==> config.mk <==
export PLATFORM = sky130hd
export DESIGN_NAME = rotary_quadrature_frontend
export DESIGN_NICKNAME = d
export VERILOG_FILES = /design/src/rtl/rotary_quadrature_frontend.sv
export SDC_FILE = /design/constraint.sdc
export NUM_CORES = 1
export LEC_CHECK = 0
export CAP_MARGIN = 5
export CORE_MARGIN = 5
export CORE_UTILIZATION = 40
export CTS_BUF_LIST = sky130_fd_sc_hd__clkbuf_16
export DETAILED_ROUTE_END_ITERATION = 8
export DONT_BUFFER_PORTS = 1
export PLACE_DENSITY = 0.55
export SYNTH_ARGS = -nofsm -noshare
export SYNTH_HDL_FRONTEND = slang
export SYNTH_SLANG_ARGS = --single-unit
==> constraint.sdc <==
create_clock -name clk -period 4.2 [get_ports clk]
set_input_delay 0.84 -clock clk [delete_from_list [all_inputs] [get_ports clk]]
set_output_delay 0.84 -clock clk [all_outputs]
set_load 0.05 [all_outputs]
==> src/rtl/rotary_quadrature_frontend.sv <==
// Rotary encoder front end: 2-flop sync, per-channel debounce, startup arming, A-rise quadrature decode.
// Optional wrapping position counter output `rot` is enabled with `define ROTARY_POS_COUNTER_EN.
module rotary_quadrature_frontend #(
    parameter int DB_CYCLES = 50000
) (
    input  logic       clk,
    input  logic       rst,
    input  logic       sw,
    input  logic       dt,
    output logic       step,
    output logic       dir,
    output logic       err
`ifdef ROTARY_POS_COUNTER_EN
    ,
    output logic [7:0] rot
`endif
);

    localparam int CW  = (DB_CYCLES > 1) ? $clog2(DB_CYCLES) : 1;
    localparam int SUW = $clog2(DB_CYCLES + 3);
    localparam logic [CW-1:0]  CNT_MAX = CW'(DB_CYCLES - 1);
    localparam logic [SUW-1:0] SU_MAX  = SUW'(DB_CYCLES + 1);

    // Channel bit 1 is sensor A (sw), bit 0 is sensor B (dt).
    logic [1:0]    s1;
    logic [1:0]    s2;
    logic [1:0]    db;
    logic [1:0]    db_nxt;
    logic [1:0]    prev;
    logic [CW-1:0] cnt     [2];
    logic [CW-1:0] cnt_nxt [2];
    logic          armed;
    logic [SUW-1:0] su_cnt;
    logic          step_nxt;
    logic          err_nxt;
    logic          dir_nxt;

    always_ff @(posedge clk) begin
        if (rst) begin
            s1 <= 2'b00;
            s2 <= 2'b00;
        end else begin
            s1 <= {sw, dt};
            s2 <= s1;
        end
    end

    always_comb begin
        db_nxt = db;
        for (int i = 0; i < 2; i++) begin
            cnt_nxt[i] = cnt[i];
            if (s2[i] == db[i]) begin
                cnt_nxt[i] = '0;
            end else if (cnt[i] == CNT_MAX) begin
                db_nxt[i]  = s2[i];
                cnt_nxt[i] = '0;
            end else begin
                cnt_nxt[i] = cnt[i] + 1'b1;
            end
        end
    end

    // Until armed, the debounced levels track the synchronizer so resting levels never look like motion.
    always_ff @(posedge clk) begin
        if (rst) begin
            db     <= 2'b00;
            prev   <= 2'b00;
            armed  <= 1'b0;
            su_cnt <= '0;
            for (int i = 0; i < 2; i++) cnt[i] <= '0;
        end else if (!armed) begin
            db   <= s2;
            prev <= s2;
            for (int i = 0; i < 2; i++) cnt[i] <= '0;
            if (su_cnt == SU_MAX) armed <= 1'b1;
            else                  su_cnt <= su_cnt + 1'b1;
        end else begin
            db   <= db_nxt;
            prev <= db;
            for (int i = 0; i < 2; i++) cnt[i] <= cnt_nxt[i];
        end
    end

    // step and err are single-cycle strobes with no back-pressure: a consumer must sample every cycle.
    always_comb begin
        step_nxt = 1'b0;
        err_nxt  = 1'b0;
        dir_nxt  = dir;
        if (armed) begin
            if ((prev ^ db) == 2'b11) begin
                err_nxt = 1'b1;
            end else if (!prev[1] && db[1]) begin
                step_nxt = 1'b1;
                dir_nxt  = ~db[0];
            end
        end
    end

    always_ff @(posedge clk) begin
        if (rst) begin
            step <= 1'b0;
            err  <= 1'b0;
            dir  <= 1'b0;
        end else begin
            step <= step_nxt;
            err  <= err_nxt;
            dir  <= dir_nxt;
        end
    end

`ifdef ROTARY_POS_COUNTER_EN
    always_ff @(posedge clk) begin
        if (rst) begin
            rot <= 8'd0;
        end else if (step_nxt) begin
            rot <= dir_nxt ? rot + 8'd1 : rot - 8'd1;
        end
    end
`endif

endmodule
======== Word level (Yosys, flattened, before mapping) ========
Memories as Yosys holds them, arrays and structs flattened.
Index checks and enable logic that the tools add are counted.
storage, ports and cells
  memories ................................ 1
  output and inout port bits .............. 3
  bits in writable memories ............... 32
  logic and storage cells ................. 67
  register bits after elaboration ......... 28
  input port bits ......................... 4
memory list
  name  words  bits a word  read ports  clocked after memory_dff  write ports  RTL line  text
  cnt   2      16           2           0                         2            30        logic [CW-1:0] cnt [2];
operators by class
  equality and inequality tests ........... 10
  reduce and logical (&&, ||, !) cells .... 8
  muxes and demuxes ....................... 26
  add/subtract/negate cells ............... 3
  bitwise logic cells ..................... 9
operators with widths
  kind                                                    count
  two-way mux 16 bit                                      8
  adder 16 x 1 -> 16 bit (second input constant)          3
  == test 16 bit (second input constant)                  3
  two-way mux 1 bit                                       16
  AND reduction 2 bit                                     3
  two-way mux 2 bit                                       2
  inequality test 2 x 1 -> 1 bit (second input constant)  2
  inequality test 2 bit (second input constant)           2
  NOT 1 bit                                               4
  bitwise OR 1 bit                                        4
  AND reduction 3 bit                                     1
  OR reduction 3 bit                                      1
  == test 1 bit                                           2
  == test 2 bit (second input constant)                   1
  OR reduction 2 bit                                      1
  XOR 2 bit                                               1
  logical AND 1 bit                                       1
  logical NOT 1 bit                                       1

======== Longest topological paths before layout ========
  depth in word-level cells ............... 5
  gate-level depth with buffers ........... 7
  gate-level depth less buffers ........... 6

======== Worst setup path before layout ========
No wires, ideal clock.
  path kind ............................... reg2reg
  start ................................... mem cnt[0][11] (netlist bit)
  end ..................................... mem cnt[0][10] (netlist bit) (data pin)
  library setup time ...................... 254 ps
  arrival ................................. 1583 ps
  stages on the path, launching flop included .. 7
  setup slack ............................. 2362 ps
  cell sequence ........................... edfxtp_1 -> or4_4 -> nor4_4 -> or2_1 -> buf_6 -> buf_8 -> nor2_1
RTL lines
  element             RTL line
  start: declaration  30

==> summary.md <==
| Metric | Value |
|---|---|
| Status | `completed` |
| Slew @ Worst Pin | `0.583 ns` |
| Final Setup Violations | `0` |
| Post-synthesis sequential area ratio | `0.509` |
| Inserted Clock Buffers | `9` |
| Clock buffer depth | `2` |
| H-tree depth | `3` |
| Most frequent cells in the layout | `nor2_1 (55), edfxtp_1 (32), conb_1 (32)` |
| Area taken by multi-input logic gates | `1490 um^2` |
| Synth top area share | `0.321` |
| Peak supply drop | `0.275 mV` |
| Setup Fix Bufs, Post-CTS | `0` |
| Synth top area cells | `edfxtp_1 (32%), dfxtp_1 (19%), xnor2_1 (8.2%)` |
| Total wire length | `5.09 mm` |
| Area Growth Syn to Fin | `15.9%` |
| Power density cells | `403 nW/um^2` |
| Final Cell Area | `3470 um^2` |
| IO Count | `7` |
| Vias in the first global route | `1,935` |
| Row count | `31` |
| Total chip power | `0.00140 W` |
| Most common cell after layout, fill and taps aside | `nor2_1` |
| Peak Freq | `0.478 GHz` |
| CP Capture Type | `flop` |
| Maximum fanout along the worst path | `15` |
| Die width | `96.5 um` |
| Top delay family on crit path | `simple AND/OR/NAND/NOR gates` |
| CTS sink cnt | `60` |
| Slew margin rel. | `0.611` |
| Leading area contributor after synthesis | `edfxtp_1` |
| Crit Path Class | `reg -> reg` |
| Worst hold-check path type | `reg -> reg` |
| Die footprint | `9310 um^2` |
| Synth warn | `0` |
| Post-layout util | `0.478` |
| Slew Viols, Final | `0` |
| Via Count | `2,069` |
| Remaining Overflow, GRT | `0` |
| Top_reg_cell synth | `edfxtp_1` |
| Post-cts resize count | `0` |
| Syn avg cell area | `10.0 um^2` |
| Seq. cell area | `1520 um^2` |
| Count of cell types in the netlist | `46` |
| Count of hold-fix buffers inserted at cts | `0` |
| PortBufs | `0` |
| Length of the first detailed-routing pass in iterations | `4` |
| All-Layer GR Usage | `0.125` |
| Crit path buf inv count | `0` |
| CP max stage delay | `0.55 ns` |
| Min cycle time layout | `2.09 ns` |
| Clock skew | `0.00447 ns` |
| Core area | `7250 um^2` |
| Critical path startpoint category | `flop` |
| First-pass GRT wire length | `8.74 mm` |
| Final period util | `0.498` |
| CP arrival | `2.14 ns` |
| Post-synthesis cell count | `298` |
| Crit path cell chain | `or4_4 -> nor4_4 -> or2_1 -> nor2_1` |
| Share of layout cells above drive strength 1 | `0.0565` |
| CTS tree | `yes` |
| Largest net degree at the start of global routing | `32` |
| Initial Util | `0.412` |
| Lkg Pwr | `1.20 nW` |
| Crit-path slowest cell | `or4_4` |
| # fillers | `719` |
| Chip height | `96.5 um` |
| DR WL/cell | `11.7 um` |
| Initial antenna violation count | `0` |
| DRC viols | `0` |
| Post-route setup TNS | `0 ns` |
| Hold wc startpoint | `s1[0]` |
| Final ANT Viol Nets | `0` |
| Hpwl dp | `3.52 mm` |
| Root Buffer | `clkbuf_16` |
| Post-synth EDFFs | `32` |
| Asr flop ratio synth | `0` |
| First DRT Iteration DRCs | `110` |
| Worst setup path start | `cnt[0][11]` |
| Nets | `340` |
| Final GP Congestion | `0.723` |
| Reg-to-reg startpoint | `cnt[0][11]` |
| Hold WS | `0.437 ns` |
| Worst EP required | `4.25 ns` |
| Mapped Area | `2990 um^2` |
| DP Area | `3170 um^2` |
| Diodes inserted | `0` |
| Clk_lat worst skew | `0.32 ns` |
| Fin. Hold Viols | `0` |
| Reg clk slew, reported paths | `0.05 ns` |
| Max-Cap Viols | `0` |
| RSZ-0062 raised after global routing | `no` |
| Seq cells post-synth | `60` |
| Via density | `4.76` |
==> power by group <==
part | switching (W) | total (W) | leakage [nW] | internal (W)
Clock | 0.000241 | 0.000703 | 0.153 | 0.000463
Sequential | 0.0000235 | 0.000659 | 0.558 | 0.000635
Combinational | 0.0000176 | 0.0000353 | 0.493 | 0.0000178
==> synth_stat cells (6+ instances only) <==
cell type / count
nor4_1: 11
inv_1: 10
edfxtp_1: 32
nor2_1: 55
xor2_1: 15
nand3_1: 21
nand4_1: 13
a21oi_1: 6
nand2_1: 9
nor3_1: 9
dfxtp_1: 28
xnor2_1: 28
==> state kept, by name, summed over array words and instances, names as in the netlist, 2 cells and up <==
register and cells:
s1 2, cnt 32, s2 2, su_cnt 16
db 2, prev 2
==> path summary, 6_finish.rpt <==
path	slack (ns)	endpoint	cells after the start
hold reg to reg	0.44	s2[0]	1
hold / removal	0.44	s2[0]	1
setup reg to reg	2.11	cnt[0][8]	4
setup / recovery	2.11	cnt[0][8]	4
==> metrics by stage <==
stage | cells | worst slack, ns
finish | 435 | 2.11
global route | 435 | 1.93
CTS | 435 | 2.08
detailed placement | 419 | 2.08
global placement | 419 | 2.12
floorplan | 329 | 2.36
==> routing by layer <==
metal | part of all wire | up-vias | track usage | routed length [um]
met3 | 0.026 | 6 | 0.0473 | 131
met4 | 0.015 | 0 | 0.0514 | 75
li1 | - | 1093 | - | -
met2 | 0.48 | 12 | 0.205 | 2440
met5 | 0 | - | 0 | 0
met1 | 0.48 | 958 | 0.147 | 2450
==> cell families after synthesis <==
family          synth area share
compound gates            0.0372
xor+xnor                   0.126
fa+ha+maj                 0.0209
buf+inv                   0.0330
flops                      0.509
mux                      0.00335
other cells              0.00125
simple gates               0.269
==> layout make-up <==
| cell class | instances | area share |
|---|---|---|
| multi-input cells | 250 | 0.429 |
| flip-flops and latches | 60 | 0.439 |
| well taps | 99 | 0.0357 |
| clock buffers | 11 | 0.0794 |
| inverters | 10 | 0.0108 |
| clock inverters | 5 | 0.00614 |
(Power assumes the default switching activity.)
